**config.mk**
```make
export PLATFORM = sky130hd
export DESIGN_NAME = activation_controller
export DESIGN_NICKNAME = d
export VERILOG_FILES = /design/src/rtl/tpu_pkg.sv /design/src/rtl/act_delay_line.sv /design/src/rtl/activation_controller.sv
export SDC_FILE = /design/constraint.sdc
export NUM_CORES = 1
export LEC_CHECK = 0
export ABC_AREA = 1
export ABC_CLOCK_PERIOD_IN_PS = 1480
export CAP_MARGIN = 10
export CORE_MARGIN = 2
export CORE_UTILIZATION = 46
export DETAILED_ROUTE_END_ITERATION = 8
export PLACE_DENSITY_LB_ADDON = 0.12
export SYNTH_ARGS = -nofsm -noshare
export SYNTH_HDL_FRONTEND = slang
export SYNTH_SLANG_ARGS = --single-unit
```
**constraint.sdc**
```tcl
create_clock -name clk -period 1.48 [get_ports clk]
set_input_delay 0.222 -clock clk [delete_from_list [all_inputs] [get_ports clk]]
set_output_delay 0.222 -clock clk [all_outputs]
set_load 0.01 [all_outputs]
```
**src/rtl/tpu_pkg.sv**
```systemverilog
// Shared TPU types: instruction word, address types and activation function encoding.
package tpu_pkg;

  localparam int unsigned ACCUMULATOR_ADDR_WIDTH = 16;
  localparam int unsigned BUFFER_ADDR_WIDTH      = 24;
  localparam int unsigned LENGTH_WIDTH           = 16;
  localparam int unsigned OPCODE_WIDTH           = 8;
  localparam int unsigned ACT_FUNC_WIDTH         = 4;
  localparam int unsigned ACT_SIGNED_BIT         = 4;

  typedef logic [ACCUMULATOR_ADDR_WIDTH-1:0] accumulator_addr_type;
  typedef logic [BUFFER_ADDR_WIDTH-1:0]      buffer_addr_type;
  typedef logic [LENGTH_WIDTH-1:0]           length_type;
  typedef logic [OPCODE_WIDTH-1:0]           opcode_type;

  typedef enum logic [ACT_FUNC_WIDTH-1:0] {
    ACT_NONE    = 4'd0,
    ACT_RELU    = 4'd1,
    ACT_RELU6   = 4'd2,
    ACT_CRELU   = 4'd3,
    ACT_SIGMOID = 4'd4,
    ACT_TANH    = 4'd5
  } activation_type;

  typedef struct packed {
    opcode_type           opcode;
    accumulator_addr_type acc_addr;
    buffer_addr_type      buffer_addr;
    length_type           length;
  } instr_type;

  // Per-beat control that travels alongside the accumulator data.
  typedef struct packed {
    activation_type func;
    logic           is_signed;
  } act_beat_t;

  localparam int unsigned ACT_BEAT_WIDTH = $bits(act_beat_t);

  function automatic act_beat_t decode_opcode(input logic [ACT_SIGNED_BIT:0] op);
    act_beat_t beat;
    beat.func      = activation_type'(op[ACT_FUNC_WIDTH-1:0]);
    beat.is_signed = op[ACT_SIGNED_BIT];
    return beat;
  endfunction

endpackage

```
**src/rtl/act_delay_line.sv**
```systemverilog
// Valid/payload shift register; payload is zeroed for empty slots so taps read 0 when idle.
module act_delay_line #(
  parameter int unsigned DEPTH = 5,
  parameter int unsigned WIDTH = 5
) (
  input  logic                        clk,
  input  logic                        rst_n,
  input  logic                        i_enable,
  input  logic                        i_valid,
  input  logic [WIDTH-1:0]            i_payload,
  output logic [DEPTH-1:0]            o_valid,
  output logic [DEPTH-1:0][WIDTH-1:0] o_payload
);

  logic [DEPTH-1:0]            r_valid;
  logic [DEPTH-1:0][WIDTH-1:0] r_payload;

  always_ff @(posedge clk or negedge rst_n) begin
    if (!rst_n) begin
      r_valid   <= '0;
      r_payload <= '0;
    end else if (i_enable) begin
      r_valid[0]   <= i_valid;
      r_payload[0] <= i_valid ? i_payload : '0;
      for (int unsigned k = 1; k < DEPTH; k++) begin
        r_valid[k]   <= r_valid[k-1];
        r_payload[k] <= r_payload[k-1];
      end
    end
  end

  assign o_valid   = r_valid;
  assign o_payload = r_payload;

endmodule

```
**src/rtl/activation_controller.sv**
```systemverilog
// Sequences accumulator reads for one activation instruction and aligns function
// select and buffer writes with the read-plus-activation datapath latency.
module activation_controller
  import tpu_pkg::*;
#(
  parameter int unsigned MATRIX_WIDTH     = 14,
  parameter int unsigned ACC_READ_LATENCY = 2,
  parameter int unsigned ACT_LATENCY      = 3
) (
  input  logic                 clk,
  input  logic                 rst,
  input  logic                 enable,
  input  instr_type            instr,
  input  logic                 instr_enable,
  output accumulator_addr_type acc_to_act_addr,
  output logic                 acc_read_enable,
  output activation_type       activation_function,
  output logic                 is_act_signed,
  output buffer_addr_type      act_to_buf_addr,
  output logic                 buf_write_enable,
  output logic                 busy,
  output logic                 resource_busy
);

  // Both latencies must be at least 1 so the function tap and write tap are real stages.
  localparam int unsigned PIPE_DEPTH = ACC_READ_LATENCY + ACT_LATENCY;
  localparam int unsigned FUNC_TAP   = ACC_READ_LATENCY - 1;

  localparam logic [1:0] ST_IDLE  = 2'd0;
  localparam logic [1:0] ST_ISSUE = 2'd1;
  localparam logic [1:0] ST_DRAIN = 2'd2;

  logic [1:0]           r_state;
  logic [1:0]           w_next_state;
  length_type           r_remaining;
  accumulator_addr_type r_rd_addr;
  logic                 r_rd_en;
  buffer_addr_type      r_wr_addr;
  act_beat_t            r_beat;
  logic                 r_busy;
  logic                 r_res_busy;
  logic                 w_accept;
  logic                 w_pending;
  act_beat_t            w_tap_beat;

  logic [PIPE_DEPTH-1:0]                     w_pipe_valid;
  logic [PIPE_DEPTH-1:0][ACT_BEAT_WIDTH-1:0] w_pipe_payload;

  // Beats that still have to reach the write stage after this cycle.
  assign w_pending = |w_pipe_valid[PIPE_DEPTH-2:0];

  always_comb begin
    w_next_state = r_state;
    w_accept     = 1'b0;
    case (r_state)
      ST_IDLE: begin
        if (instr_enable) begin
          w_accept     = 1'b1;
          w_next_state = (instr.length == '0) ? ST_DRAIN : ST_ISSUE;
        end
      end
      ST_ISSUE: begin
        if (r_remaining == length_type'(1)) begin
          w_next_state = ST_DRAIN;
        end
      end
      ST_DRAIN: begin
        if (!w_pending) begin
          w_next_state = ST_IDLE;
        end
      end
      default: w_next_state = ST_IDLE;
    endcase
  end

  always_ff @(posedge clk or negedge rst) begin
    if (!rst) begin
      r_state     <= ST_IDLE;
      r_remaining <= '0;
      r_rd_addr   <= '0;
      r_rd_en     <= 1'b0;
      r_wr_addr   <= '0;
      r_beat      <= '0;
      r_busy      <= 1'b0;
      r_res_busy  <= 1'b0;
    end else if (enable) begin
      r_state    <= w_next_state;
      r_busy     <= (w_next_state == ST_ISSUE);
      r_res_busy <= (w_next_state != ST_IDLE) || r_rd_en || w_pending;
      if (w_accept) begin
        r_remaining <= instr.length;
        r_rd_addr   <= instr.acc_addr;
        r_wr_addr   <= instr.buffer_addr;
        r_beat      <= decode_opcode(instr.opcode[ACT_SIGNED_BIT:0]);
        r_rd_en     <= (instr.length != '0);
      end else begin
        if (r_state == ST_ISSUE) begin
          r_remaining <= r_remaining - length_type'(1);
          r_rd_en     <= (r_remaining != length_type'(1));
        end
        if (r_rd_en) begin
          r_rd_addr <= r_rd_addr + accumulator_addr_type'(1);
        end
        if (buf_write_enable) begin
          r_wr_addr <= r_wr_addr + buffer_addr_type'(1);
        end
      end
    end
  end

  // Read strobe enters the alignment line; taps give function select and write strobe.
  act_delay_line #(
    .DEPTH (PIPE_DEPTH),
    .WIDTH (ACT_BEAT_WIDTH)
  ) u_act_delay_line (
    .clk       (clk),
    .rst_n     (rst),
    .i_enable  (enable),
    .i_valid   (r_rd_en),
    .i_payload (r_beat),
    .o_valid   (w_pipe_valid),
    .o_payload (w_pipe_payload)
  );

  assign w_tap_beat = act_beat_t'(w_pipe_payload[FUNC_TAP]);

  assign acc_to_act_addr     = r_rd_addr;
  assign acc_read_enable     = r_rd_en;
  assign activation_function = w_tap_beat.func;
  assign is_act_signed       = w_tap_beat.is_signed;
  assign act_to_buf_addr     = r_wr_addr;
  assign buf_write_enable    = w_pipe_valid[PIPE_DEPTH-1];
  assign busy                = r_busy;
  assign resource_busy       = r_res_busy;

  // Sink for instruction bits and parameters not consumed by this block.
  logic w_unused;
  assign w_unused = ^{instr.opcode[OPCODE_WIDTH-1:ACT_SIGNED_BIT+1], w_pipe_payload,
                      32'(MATRIX_WIDTH)};

endmodule

```
Word-level counts from Yosys, hierarchy flattened
Index checks and enable logic that the tools add are counted.
Widths: inputs -> output; s select.
{"block": "classes", "add_sub_neg": 3, "n_eq_ne": 5, "n_mux": 16, "reduce_logical": 14}
{"cell": "$mux 16", "n": 4}
{"cell": "$mux 24", "n": 2}
{"cell": "$add 24x1->24 const B", "n": 1}
{"cell": "$add 16x1->16 const B", "n": 1}
{"cell": "$eq 16x1->1 const B", "n": 1}
{"cell": "$logic_not 16->1", "n": 1}
{"cell": "$ne 16x1->1 const B", "n": 1}
{"cell": "$reduce_bool 16->1", "n": 1}
{"cell": "$sub 16x1->16 const B", "n": 1}
{"cell": "$mux 2", "n": 4}
{"cell": "$reduce_and 2->1", "n": 4}
{"cell": "$reduce_bool 2->1", "n": 4}
{"cell": "$pmux 2 s3", "n": 1}
{"cell": "$mux 5", "n": 1}
{"cell": "$eq 2x1->1 const B", "n": 2}
{"cell": "$mux 1", "n": 4}
{"cell": "$reduce_or 4->1", "n": 1}
{"cell": "$eq 2x2->1 const B", "n": 1}
{"cell": "$logic_not 2->1", "n": 1}
{"cell": "$logic_or 1x1->1", "n": 2}
{"block": "totals", "regBits": 81, "output_inout_bits": 49}

Longest topological paths before layout
Gate-level depths: netlist of run 1.
{"block": "depth", "word_depth": 7, "mapped_depth": 9, "depth_no_buf": 9}

Cells and area by module
From an unflattened synthesis of run 1, not the netlist that was laid out.
{"block": "hier_totals", "cells_unflattened": 824, "area_unflattened_um2": 5580.4}
{"module": "activation_controller", "instances": 1, "cells_per_inst": 697, "area_per_inst_um2": 4449.3, "seq_area_each_um2": 1651.6}
{"module": "act_delay_line", "instances": 1, "cells_per_inst": 127, "area_per_inst_um2": 1131.1, "seq_area_each_um2": 750.7}

Worst setup path after synthesis of run 1
No wires, ideal clock.
{"block": "synth_timing", "path_type": "reg2reg", "startpoint": "register r_wr_addr[0] (netlist: act_to_buf_addr[0])", "endpoint": "register r_wr_addr[12] (netlist: act_to_buf_addr[12])", "t_arrival_ns": 1.468, "slack_ns": -0.111, "path_stages_with_launch": 9, "n_path_buf": 0, "period_less_slack_ns": 1.591, "cell_sequence": "dfrtp_1 > ha_1 > nand3_1 > nor2_2 > nand2_1 > nor3_1 > o21ai_0 > o31ai_1 > inv_1"}
{"block": "synth_between", "elab_chain_cells": 3}
{"element": "start, declared", "line": "activation_controller.sv:38", "source": "buffer_addr_type r_wr_addr;"}
{"element": "start signal, assigned", "line": "activation_controller.sv:93", "source": "r_wr_addr <= instr.buffer_addr;"}
{"element": "start signal, assigned", "line": "activation_controller.sv:105", "source": "r_wr_addr <= r_wr_addr + buffer_addr_type'(1);"}
{"element": "$add 24x1->24", "line": "activation_controller.sv:105"}
{"element": "$mux 24", "line": "activation_controller.sv:104", "source": "if (buf_write_enable) begin"}
{"element": "$mux 24", "line": "activation_controller.sv:90", "source": "if (w_accept) begin"}
Every way passes these cells. The select of a mux whose other input is x is not followed.
A chain may end at the register's enable or synchronous reset.

Final worst setup path of run 1
{"block": "layout_timing", "startpoint": "register r_wr_addr[12] (netlist: act_to_buf_addr[12])", "endpoint": "register r_wr_addr[18] (netlist: act_to_buf_addr[18])"}
The elaborated chain is that of the path after synthesis.

==> impl_summary.md, run 1 <==
Outcome
The flow ran to the end, but the final reports show violations. The final reports fail on negative setup slack.

Route
The post-route DRC violation count is 0. After detailed routing, the total wire length is 18,500 um. After detailed routing, the wire length on met1 is 7240 um. The pre-antenna-repair detailed-routing pass consisted of 5 iterations. The DRC marker count from the first detailed-route iteration is 388. Summed over all nets, wire length on met3 after detailed routing comes to 1360 um. In this run the remaining antenna-violating nets after routing total 0. The via count normalized by instance count is 5.50. The routed design uses 9230 um of met2 wire. The average wire per cell in the routed design is 16.4 um. Signal routing reaches up to met4. Detailed routing inserted a total of 6,179 vias.

Worst setup path
The data arrival time of the critical path is 1840 ps. The launching element type of the critical path is a flip-flop. The worst setup path is captured at a flip-flop.

The worst setup path is of the flip-flop to flip-flop kind. The required time reported for the critical path endpoint is 1730 ps. Of all nets on the critical path, the largest fanout is 3.

Logic synthesis
In the synthesized netlist the dominant register cell turns out to be sky130_fd_sc_hd__dfrtp_1. In the post-synthesis netlist, the biggest area contributors are sky130_fd_sc_hd__dfrtp_1 41%, sky130_fd_sc_hd__nand2_1 14%, sky130_fd_sc_hd__nor2_1 8.3%. The number of library cell types mapped by synthesis is 37.

The post-synthesis instance total is 713. The number of synthesized flops with an enable pin is 0. The portion of synthesized cell area occupied by the leading cell type is 41.0%. The number of nets in the synthesized netlist is 785.

Dividing the synthesized area by the synthesized cell count gives 6.93 sq um. The share of async-settable or async-resettable flops after synthesis is 100%. For this run, the number of Yosys warnings is 0.

The sequential area share after synthesis is 41.0%. Synthesis inferred 81 register bits. The largest total area in the synthesized netlist belongs to sky130_fd_sc_hd__dfrtp_1. The post-synthesis instance area is 4940 sq um.

Floorplan
The vertical extent of the die is 108 um. The initial core utilization is 47.6%. The top-level port count is 117. The floorplan row count is 37. The die boundary width is 108 um. The die outline area is 11,600 sq um.

The area of the core is 10,400 sq um.

Timing
For the final database, setup skew stands at 10.1 ps. Once routing completed, OpenROAD measured the worst setup slack at -103 ps. The final-report hold violation count is 0. The final critical path time including I/O delays and setup is 1580 ps. Based on the critical path, the design can be clocked at up to 0.632 GHz. Summed over all failing endpoints, the final setup total negative slack is -561 ps. The max-slew violation total from the final report was 0. The worst pin sits at a relative slew slack of 75.3%. At the pin with the least slew margin, the transition time is 371 ps. Setup repair after global routing could not meet its margin everywhere. Dividing the final minimum period by the clock period gives 107%. Setup violations remaining at the end of the flow were counted as 15.

Placement
The worst slack at placement is -267 ps. Detailed placement finished with a half-perimeter wire length of 11,400 um. The quantity of I/O buffers inserted on ports is 113. The congestion estimate from routability-driven global placement came to 0.937. The cell area after placement is 6970 sq um.

Clock network
The H-tree was split into 3 levels. The clock tree from TritonCTS is done. Clock tree synthesis selected as its root buffer the cell sky130_fd_sc_hd__clkbuf_8. After clock tree synthesis, the clock-pin slew on the worst setup and hold paths is 100 ps.

The worst-case clock buffer depth is 2. The number of sinks on the clock net is 81. The insertion delay of the later-clocked pin in the worst-skew pair is 370 ps.

The number of clock buffers inserted by TritonCTS is 9.

Run
The number of max-cap violations is 0.

Power
The maximum VDD drop is 0.969 mV. The power per cell area is 1860 nW/um^2. The static power due to leakage is 3.90 nW.

Final layout
The share of final-layout standard cells stronger than drive strength 1 is 31.9%. The net count of the finished layout is 1,054. The count of inserted antenna diode cells is 0. From synthesis to final layout, the design area changed by 66.6%.

The post-route cell area is 8230 sq um.

Global routing
The global route total overflow is 0. The global-route wire length before repair is 26,000 um. The largest net degree at the start of global routing is 39.

The via count of the first global-routing pass is 5,608. The initial antenna violation count is 0. The overall global routing resource usage is 28.1%.

Hold path
In this run the worst hold path is classified as input pin to asynchronous set/reset pin.
## path summary, 6_finish.rpt
| path | from | to | slack [ps] | cells past startpoint |
|---|---|---|---|---|
| worst min-delay path | rst | acc_to_act_addr[14]$_DFFE_PN0P_ | 290 | 2 |
| max in group asynchronous | rst | u_act_delay_line.o_valid[4]$_DFFE_PN0P_ | 640 | 3 |
| worst max-delay path | act_to_buf_addr[12]$_DFFE_PN0P_ | act_to_buf_addr[18]$_DFFE_PN0P_ | -100 | 10 |
| worst max register to register | act_to_buf_addr[12]$_DFFE_PN0P_ | act_to_buf_addr[18]$_DFFE_PN0P_ | -100 | 10 |
| worst min register to register | r_beat[2]$_DFFE_PN0P_ | r_beat[2]$_DFFE_PN0P_ | 480 | 2 |
| min in group clk | instr[60] | r_beat[0]$_DFFE_PN0P_ | 380 | 3 |
## sequential cells by signal, indices dropped and copies added (netlist names)
| name | count |
|---|---|
| resource_busy | 1 |
| u_act_delay_line.o_payload | 10 |
| acc_to_act_addr | 16 |
| busy | 1 |
| u_act_delay_line.o_valid | 5 |
| r_remaining | 16 |
| r_beat | 5 |
| act_to_buf_addr | 24 |
| acc_read_enable | 1 |
| r_state | 2 |
## stage by stage
stage          total power [mW]  std cells  hold slack [ps]  util, %
6_report                   15.3       1123              291     79.4
3_3_place_gp               11.1       1038              163     67.2
2_1_floorplan              7.62        713            -73.6        -
3_5_place_dp               11.3       1038              163     67.2
4_1_cts                    13.5       1093              305     72.5
5_1_grt                    16.3       1123              316     79.4
## worst max-delay path: stages, from the launching register on
cell and delay [ps]:
sky130_fd_sc_hd__dfrtp_1 470, sky130_fd_sc_hd__buf_6 140, sky130_fd_sc_hd__nand2_4 60, sky130_fd_sc_hd__nor2_2 190, sky130_fd_sc_hd__nand2_1 120, sky130_fd_sc_hd__nor2_2 160, sky130_fd_sc_hd__nand2_1 70, sky130_fd_sc_hd__nand2_1 60
sky130_fd_sc_hd__nand3_1 70, sky130_fd_sc_hd__nand2_1 70, sky130_fd_sc_hd__nand2_1 60
## report_power, final
part / internal, mW / switching (mW)
Sequential: 3.20 / 0.814
Combinational: 4.61 / 5.10
Clock: 0.639 / 0.940
## cells in the final DEF (no fill, tap or decap), types with 3 or more instances in the layout
cell	instances
sky130_fd_sc_hd__o211ai_1	10
sky130_fd_sc_hd__a31oi_1	3
sky130_fd_sc_hd__buf_12	5
sky130_fd_sc_hd__clkbuf_8	9
sky130_fd_sc_hd__xor2_1	10
sky130_fd_sc_hd__nor2_4	17
sky130_fd_sc_hd__clkdlybuf4s15_1	3
sky130_fd_sc_hd__nand3_2	11
sky130_fd_sc_hd__buf_4	146
sky130_fd_sc_hd__a21oi_1	13
sky130_fd_sc_hd__clkbuf_2	6
sky130_fd_sc_hd__nand3_1	42
sky130_fd_sc_hd__nor3_4	4
sky130_fd_sc_hd__inv_1	62
sky130_fd_sc_hd__dlygate4sd2_1	38
sky130_fd_sc_hd__dfrtp_2	7
sky130_fd_sc_hd__nor3_2	7
sky130_fd_sc_hd__nand2_4	8
sky130_fd_sc_hd__buf_6	21
sky130_fd_sc_hd__nand2_1	159
sky130_fd_sc_hd__clkdlybuf4s50_1	63
sky130_fd_sc_hd__ha_4	3
sky130_fd_sc_hd__nand3_4	3
sky130_fd_sc_hd__clkinv_4	3
sky130_fd_sc_hd__o22ai_1	16
sky130_fd_sc_hd__nor2_1	79
sky130_fd_sc_hd__dfrtp_1	74
sky130_fd_sc_hd__a21oi_2	3
sky130_fd_sc_hd__o21ai_0	50
sky130_fd_sc_hd__nand2_2	20
sky130_fd_sc_hd__o21ai_1	19
sky130_fd_sc_hd__nand4_1	14
sky130_fd_sc_hd__nor3_1	3
sky130_fd_sc_hd__inv_2	7
sky130_fd_sc_hd__nor2_2	16
## layer usage
| layer | vias up | track usage [%] |
|---|---|---|
| li1 | 2882 | - |
| met1 | 2934 | 36.7 |
| met2 | 300 | 46.0 |
| met3 | 63 | 4.78 |
| met4 | 0 | 11.7 |
| met5 | - | 0 |
## synth_stat cells, types with 2 or more instances
| cell type | count |
|---|---|
| sky130_fd_sc_hd__a211oi_1 | 3 |
| sky130_fd_sc_hd__a21oi_1 | 16 |
| sky130_fd_sc_hd__a31oi_1 | 3 |
| sky130_fd_sc_hd__buf_2 | 14 |
| sky130_fd_sc_hd__buf_4 | 5 |
| sky130_fd_sc_hd__clkbuf_1 | 8 |
| sky130_fd_sc_hd__dfrtp_1 | 81 |
| sky130_fd_sc_hd__ha_1 | 4 |
| sky130_fd_sc_hd__inv_1 | 68 |
| sky130_fd_sc_hd__inv_2 | 3 |
| sky130_fd_sc_hd__nand2_1 | 187 |
| sky130_fd_sc_hd__nand3_1 | 56 |
| sky130_fd_sc_hd__nand3b_1 | 2 |
| sky130_fd_sc_hd__nand4_1 | 14 |
| sky130_fd_sc_hd__nor2_1 | 109 |
| sky130_fd_sc_hd__nor2_2 | 3 |
| sky130_fd_sc_hd__nor3_1 | 13 |
| sky130_fd_sc_hd__o211ai_1 | 10 |
| sky130_fd_sc_hd__o21ai_0 | 69 |
| sky130_fd_sc_hd__o21ai_1 | 2 |
| sky130_fd_sc_hd__o22ai_1 | 16 |
| sky130_fd_sc_hd__o31ai_1 | 2 |
| sky130_fd_sc_hd__or2_2 | 2 |
| sky130_fd_sc_hd__xor2_1 | 10 |
## area by class of cell
| type | instances | area, sq um |
|---|---|---|
| timing repair buffer | 287 | 2540 |
| sequential | 81 | 2040 |
| clock buffer | 9 | 124 |
| clock inverter | 7 | 60.1 |
| multi-input combinational | 531 | 3020 |
| fill | 723 | 2140 |
| tap | 136 | 170 |
| inverter | 72 | 279 |
## cell families after synthesis
| family | Yosys count | share of synthesized area, % |
|---|---|---|
| DFF | 81 | 41.0 |
| buffers and inverters | 101 | 8.56 |
| AOI/OAI and AO/OA | 127 | 14.7 |
| xor gates and xnor gates | 11 | 1.95 |
| and+or+nand+nor | 389 | 32.8 |
| adders and majority gates | 4 | 1.01 |
## timing repair
item	CTS	global route
pin swaps	14	53
gates resized for setup	91	157
hold buffers	1	0
gates cloned	0	4
endpoints found under the setup margin	73	58
buffers inserted	38	27
hold endpoints to repair	23	0
No activity file was read; power rests on OpenSTA's default activity.
==> run 2, diff against run 1 <==
--- a/config.mk
+++ b/config.mk
@@ -11,6 +11,7 @@
 export CORE_MARGIN = 2
 export CORE_UTILIZATION = 46
 export DETAILED_ROUTE_END_ITERATION = 8
+export GPL_ROUTABILITY_DRIVEN = 0
 export PLACE_DENSITY_LB_ADDON = 0.12
 export SYNTH_ARGS = -nofsm -noshare
 export SYNTH_HDL_FRONTEND = slang
==> run 2 against run 1 <==
The run still ends with negative setup slack left. Cell count down 1.2%. Clock skew increased by 1.8 ps. Count of clock-buffer cells in the layout increased by 1. Power is 0.79% lower. Global-route usage about the same. Non-clock buffer count fell by 14. Critical endpoint is now acc_to_act_addr[15]$_DFFE_PN0P_.
==> impl_summary.md, run 2 (synthesis results as in run 1) <==
Final layout
The count of inserted antenna diode cells is 0 (unchanged). Leaving out fill and tap cells, the most frequent cells in the layout are 166 x sky130_fd_sc_hd__nand2_1, 131 x sky130_fd_sc_hd__buf_4, 80 x sky130_fd_sc_hd__nor2_1. The number of standard cells in the final layout excluding fillers is 1,109 (-1.2%). The share of final-layout standard cells stronger than drive strength 1 was 29.9% (-2.0 points). The number of flip-flops in the largest register is 24 (unchanged). The fill cell instance count of the final layout is 689 (-4.7%). The net count reported at finish is 1,040 (-1.3%).

Compared with the post-synthesis result, the final layout area differs by 65.1%. The most common library cell in the layout ignoring fill and taps is sky130_fd_sc_hd__nand2_1.

Timing
The worst-case clock skew was 11.9 ps (+1.80 ps). The count of endpoints failing setup in the final report is 26 (+11). The max-slew violation total from the final report was 0 (unchanged).

The final-report hold violation count is 0 (unchanged). The final worst slack is -175 ps (-71.9 ps). The part of the cycle the worst path needs is 112% (+4.9 points). The final critical path time including I/O delays and setup was 1660 ps (+71.9 ps).

The achievable frequency came to 0.604 GHz (-4.3%). The worst hold-check slack came to 377 ps (+85.3 ps). Setup repair after global routing could not meet its margin everywhere. The worst-margin pin slew is 448 ps (+77.1 ps). The headroom to the max-slew limit is 70.1% (-5.1 points).

Worst setup path
The critical path goes through buf_4, nand3_4, nor2_4, nand2_1, nor2_1, buf_4, nand3_1, nand2_1, nand3_1, nand2_1, nand2_1. The type of element capturing the critical path is a flip-flop. The required time reported for the critical path endpoint is 1740 ps (about the same). The top fanout value on the critical path is 6 (+3). The data arrival time of the critical path is 1920 ps (+80 ps).

The count of cells along the worst register-to-register path was 11 (+1). The delay of the slowest cell on the worst path is 390 ps (-80 ps). The endpoint of the most critical register-to-register path is acc_to_act_addr[15]$_DFFE_PN0P_. The critical path depth is 11 (+1). The launching point of the worst reg2reg path is acc_to_act_addr[0]$_DFFE_PN0P_.

In this design, the critical path's most frequently occurring cell is sky130_fd_sc_hd__nand2_1. The path type of the worst setup path is flip-flop to flip-flop. The launching element type of the critical path is a flip-flop. The number of buffers and inverters on the critical path is 2 (+1). Among all stages on the critical path, the largest delay is contributed by sky130_fd_sc_hd__dfrtp_1. The slack of the worst reg-to-reg path is -180 ps (-70 ps). The kind of cell adding the most delay to the critical path is simple AND/OR/NAND/NOR gates.

Hold path
The tightest min-delay check is of the input pin to flip-flop type. The hold-critical path depth is 3. The endpoint of the worst hold path is r_beat[3]$_DFFE_PN0P_.

The start point of the worst min-delay path is instr[58].

Route
The average wire per cell in the routed design is 16.7 um (+1.4%). The final antenna-violating net count is 0 (unchanged). The via count normalized by instance count is 5.59 (+1.5%). The post-route DRC violation count was 0 (unchanged). The overall via count from detail_route came to 6,194 (+0.24%). The DRC marker count from the first detailed-route iteration is 458 (+18%). The number of iterations in the first detailed-routing pass is 5 (unchanged). The detailed-route wire length is 18,500 um (about the same).

Clock network
The clock input transition at the sequential cells of the worst setup and hold paths is 90 ps (about the same). CTS placed an instance of sky130_fd_sc_hd__clkbuf_8 at the clock tree root. The number of sinks on the clock net is 81 (unchanged). The number of H-tree levels is 3 (unchanged). The worst-case clock buffer depth is 2 (unchanged). The insertion delay of the later-clocked pin in the worst-skew pair is 380 ps (about the same). The number of clock buffers inserted by TritonCTS came to 9 (unchanged). TritonCTS built the clock tree.

Power
The total power is 15.2 mW (-0.79%). The maximum VDD drop was 0.977 mV (+0.80%). The power per cell area was 1860 nW/um^2 (+0.11%).

The static power due to leakage came to 3.83 nW (-2.0%).

Placement
The total half-perimeter wirelength after legalization and detailed placement is 10,900 um (-4.2%). The quantity of I/O buffers inserted on ports came to 113 (unchanged). The post-placement cell count is 1,033 (-0.48%).

Floorplan
The vertical extent of the die came to 108 um (unchanged). The top-level port count is 117 (unchanged). The area of the core is 10,400 sq um (unchanged). The floorplan row count is 37 (unchanged). The die outline area is 11,600 sq um (unchanged).

The die boundary width was 108 um (unchanged). The initial core utilization was 47.6% (unchanged).

Run
The number of max-cap violations is 0 (unchanged).

Outcome
The checks that failed: negative setup slack. The run finished, with violations left.

Global routing
The global-route wire length before repair is 25,800 um (-0.75%). The via count of the first global-routing pass is 5,531 (-1.4%). The global route total overflow was 0 (unchanged).

The overall global routing resource usage came to 28.1% (+0.036 points). The initial antenna violation count is 0 (unchanged). The largest net degree at the start of global routing is 82 (+110%).
[run 2: changes by cell type in the layout (fill, tap and decap cells not counted), sizes merged]
cell	change
inv	-1
dlygate4sd2	+7
clkdlybuf4s15	-2
clkinv	-1
dlymetal6s2s	-1
buf	-17
clkinvlp	+1
[run 2: stage by stage]
| step | setup slack, ps | TNS [ps] | utilization (%) | instance area [sq um] |
|---|---|---|---|---|
| 6_report | -175 | -1300 | 78.7 | 8160 |
| 5_1_grt | -249 | -4650 | 78.7 | 8160 |
| 4_1_cts | -31.1 | -31.1 | 71.5 | 7420 |
| 3_5_place_dp | -244 | -10360 | 66.7 | 6920 |
| 3_3_place_gp | -224 | -8890 | 66.7 | 6920 |
| 2_1_floorplan | -2.70 | -2.70 | - | 4970 |
[run 2: worst max-delay path by stage]
stage                                               from  slack, ps                         endpoint
after CTS                 act_to_buf_addr[0]$_DFFE_PN0P_        -30               act_to_buf_addr[0]
final                     acc_to_act_addr[0]$_DFFE_PN0P_       -180  acc_to_act_addr[15]$_DFFE_PN0P_
after global placement                      instr_enable       -220   acc_to_act_addr[8]$_DFFE_PN0P_
after detailed placement                    instr_enable       -240   acc_to_act_addr[8]$_DFFE_PN0P_
after floorplan           act_to_buf_addr[1]$_DFFE_PN0P_         -3  act_to_buf_addr[12]$_DFFE_PN0P_
after global routing      acc_to_act_addr[0]$_DFFE_PN0P_       -250   acc_to_act_addr[9]$_DFFE_PN0P_
[run 2: where the power goes]
| part | switching (mW) | internal [mW] |
|---|---|---|
| Clock | 0.947 | 0.632 |
| Combinational | 5.10 | 4.56 |
| Sequential | 0.756 | 3.19 |
[run 2: routing by layer]
| metal | GRT usage [%] | share of wire, % | vias to the layer above |
|---|---|---|---|
| met5 | 0 | 0 | - |
| met4 | 9.80 | 4.2 | 0 |
| met3 | 4.84 | 8.7 | 86 |
| met2 | 47.1 | 49 | 395 |
| met1 | 36.8 | 39 | 2859 |
| li1 | - | - | 2854 |
[run 2: cell type report]
type	count	area (sq um)	area share (%)
inverter	72	284	3.48
sequential	81	2030	24.9
clock inverter	6	51.3	0.629
clock buffer	10	128	1.56
tap	136	170	2.09
multi-input combinational	531	2990	36.7
timing repair buffer	273	2500	30.6
[run 2: repair_timing]
item	CTS	global route
setup buffers	35	18
resized for setup	85	151
pin swaps	7	38
cloned	0	6
endpoints found under the setup margin	72	62
endpoints found under the hold margin	81	0
hold buffers	1	0
[run 2: tightest hold or removal path: cells and delay by family]
kind | cells | cell delay (ps)
buffers and inverters | 1 | 390
AND/OR/NAND/NOR | 2 | 100
==> run 3, diff against run 2 <==
--- a/config.mk
+++ b/config.mk
@@ -13,6 +13,7 @@
 export DETAILED_ROUTE_END_ITERATION = 8
 export GPL_ROUTABILITY_DRIVEN = 0
 export PLACE_DENSITY_LB_ADDON = 0.12
+export SKIP_CTS_REPAIR_TIMING = 1
 export SYNTH_ARGS = -nofsm -noshare
 export SYNTH_HDL_FRONTEND = slang
 export SYNTH_SLANG_ARGS = --single-unit
==> run 3 against run 2 <==
The run still ends with negative setup slack left. Combinational power up 7%. Sequential cell count unchanged. Critical path depth down 1. Count of clock-buffer cells in the layout unchanged. Sequential power up 5%.
==> impl_summary.md, run 3 (synthesis results as in run 1) <==
Worst setup path
The kind of cell adding the most delay to the critical path is simple AND/OR/NAND/NOR gates. Traced cell by cell, the critical path runs through nand2_1, nor3_2, buf_4, nand2_1, nor2_2, nand2_1, nand2_1, nand3_1, nand2_1, o21ai_0. The data arrival time of the critical path was 1920 ps (about the same).

By startpoint and endpoint, the worst setup path is classified as flip-flop to flip-flop. The launching point of the worst reg2reg path is act_to_buf_addr[9]$_DFFE_PN0P_. STA classifies the critical path endpoint as a flip-flop. The cell type with the highest occurrence count on the critical path is sky130_fd_sc_hd__nand2_1. The delay of the slowest cell on the worst path was 460 ps (+70 ps). In this run the worst setup path begins at act_to_buf_addr[9]$_DFFE_PN0P_.

The largest individual stage delay along the critical path comes from the cell sky130_fd_sc_hd__dfrtp_1. The top fanout value on the critical path was 4 (-2). The launching element type of the critical path is a flip-flop. The number of buffers and inverters on the critical path is 1 (-1).

The required time reported for the critical path endpoint is 1740 ps (about the same).

Timing
The final worst slack is -180 ps (-4.46 ps). The count of endpoints failing setup in the final report is 36 (+38%). The final critical path time including I/O delays and setup came to 1660 ps (+4.46 ps). The final-report hold violation count came to 0 (unchanged).

Setup repair after global routing could not meet its margin everywhere. The worst hold-check slack came to 370 ps (-6.44 ps). The worst-margin pin slew is 464 ps (+15.9 ps). The max-slew violation total from the final report is 0 (unchanged). The headroom to the max-slew limit is 69.1% (-1.1 points). The achievable frequency is 0.602 GHz (-0.27%).

The part of the cycle the worst path needs is 112% (+0.30 points). The worst-case clock skew is 9.09 ps (-2.80 ps).

Clock network
The worst-case clock buffer depth is 2 (unchanged). Clock tree synthesis selected as its root buffer the cell sky130_fd_sc_hd__clkbuf_8. The number of H-tree levels is 3 (unchanged). The clock input transition at the sequential cells of the worst setup and hold paths is 90 ps (about the same).

The insertion delay of the later-clocked pin in the worst-skew pair was 380 ps (about the same). The number of sinks on the clock net came to 81 (unchanged). The number of clock buffers inserted by TritonCTS is 9 (unchanged).

The clock tree from TritonCTS is done.

Global routing
The initial antenna violation count was 0 (unchanged). The global-route met2 utilization was 44.0% (-3.1 points). The overall global routing resource usage came to 26.7% (-1.5 points).

The global-route wire length before repair is 24,500 um (-5.1%). The peak-usage layer in the global routing report is met2. The via count of the first global-routing pass is 5,270 (-4.7%).

The met3 usage in global routing was 4.90% (+0.061 points). The met1 demand-to-capacity share in global routing is 35.5% (-1.3 points). The largest net degree at the start of global routing came to 82 (unchanged). The global route total overflow is 0 (unchanged).

Outcome
The flow ran to the end, but the final reports show violations. The checks that failed: negative setup slack.

Route
The post-route DRC violation count came to 0 (unchanged). The detailed-route wire length is 19,800 um (+7.3%). The number of iterations in the first detailed-routing pass is 5 (unchanged).

The DRC marker count from the first detailed-route iteration was 715 (+56%). The final antenna-violating net count is 0 (unchanged). The via count normalized by instance count is 5.69 (+1.9%). The average wire per cell in the routed design came to 17.8 um (+6.7%). The overall via count from detail_route is 6,346 (+2.5%).

Final layout
The count of inserted antenna diode cells was 0 (unchanged). The fill cell instance count of the final layout is 570 (-17%). The net count reported at finish came to 1,046 (+0.58%).

The number of flip-flops in the largest register was 24 (unchanged). The share of final-layout standard cells stronger than drive strength 1 was 34.4% (+4.5 points). The most common library cell in the layout ignoring fill and taps is sky130_fd_sc_hd__nand2_1. Compared with the post-synthesis result, the final layout area differs by 73.9%. In the layout the commonest cells are 163 x sky130_fd_sc_hd__nand2_1, 128 x sky130_fd_sc_hd__buf_4, 77 x sky130_fd_sc_hd__nor2_1.

Power
The clock share of power is 9.9% (-0.5 points). The total power was 16.1 mW (+5.7%). The switching share of power is 44.8% (about the same). The maximum VDD drop came to 0.960 mV (-1.7%).

The power share of the sequential group is 25.9% (about the same). The switching power total was 7.19 mW (+5.6%). The power per cell area is 1870 nW/um^2 (+0.39%). The cell internal power dissipation was 8.87 mW (+5.8%). The relative contribution of combinational cells to total power is 64.2% (+0.6 points).

The static power due to leakage was 4.32 nW (+13%).

Placement
The quantity of I/O buffers inserted on ports came to 113 (unchanged). The total half-perimeter wirelength after legalization and detailed placement is 10,900 um (unchanged).

Floorplan
The die boundary width came to 108 um (unchanged). The vertical extent of the die is 108 um (unchanged). The floorplan row count is 37 (unchanged). The top-level port count came to 117 (unchanged).

The initial core utilization is 47.6% (unchanged). The area of the core is 10,400 sq um (unchanged). The die outline area came to 11,600 sq um (unchanged).

Run
The number of max-cap violations was 0 (unchanged).

Hold path
The startpoint identified for the worst hold timing path is instr[58]. In this run the worst hold path is classified as input pin to flip-flop.
## run 3: routing by layer
| layer | vias up | share of wire, % |
|---|---|---|
| met5 | - | 0 |
| met4 | 0 | 4.4 |
| met3 | 101 | 9.4 |
| li1 | 2873 | - |
| met1 | 2962 | 38 |
| met2 | 410 | 48 |
## run 3: per-stage QoR
| stage | util (%) | setup slack [ps] | cell area, sq um | TNS (ps) | std cells |
|---|---|---|---|---|---|
| 6_report | 82.8 | -180 | 8590 | -2360 | 1115 |
| 3_5_place_dp | 66.7 | -244 | 6920 | -10360 | 1033 |
| 2_1_floorplan | - | -2.70 | 4970 | -2.70 | 713 |
| 3_3_place_gp | 66.7 | -224 | 6920 | -8890 | 1033 |
| 4_1_cts | 68.4 | -277 | 7100 | -7250 | 1049 |
| 5_1_grt | 82.8 | -270 | 8590 | -5680 | 1115 |
## run 3: power by group through the flow
stage	registers [mW]	logic [mW]	clock network (mW)
finish	4.15	10.3	1.60
floorplan	4.25	3.37	0
global route	4.23	11.0	1.69
global placement	4.05	6.99	0
detailed placement	4.08	7.20	0
CTS	4.04	7.23	1.58
## run 3: area by class of cell
class / count / area, sq um / area share, %
Multi-Input combinational cell: 531 / 3140 / 36.6
Timing Repair Buffer: 279 / 2770 / 32.3
Sequential cell: 81 / 2040 / 23.8
Clock inverter: 6 / 51.3 / 0.597
Clock buffer: 10 / 128 / 1.49
Inverter: 72 / 282 / 3.28
Tap cell: 136 / 170 / 1.98
## run 3: final timing paths
| path | endpoint | slack, ps | depth (start not counted) |
|---|---|---|---|
| worst max register to register | act_to_buf_addr[23]$_DFFE_PN0P_ | -180 | 10 |
| worst min register to register | r_beat[2]$_DFFE_PN0P_ | 480 | 2 |
| worst max-delay path | act_to_buf_addr[23]$_DFFE_PN0P_ | -180 | 10 |
| min in group asynchronous | acc_to_act_addr[12]$_DFFE_PN0P_ | 400 | 3 |
| max in group asynchronous | acc_to_act_addr[2]$_DFFE_PN0P_ | 680 | 3 |
| worst min-delay path | r_beat[3]$_DFFE_PN0P_ | 370 | 3 |
## run 3: tightest hold or removal path, delay by kind of cell
family / cells / cell delay (ps)
AND/OR/NAND/NOR: 2 / 100
buffers and inverters: 1 / 390
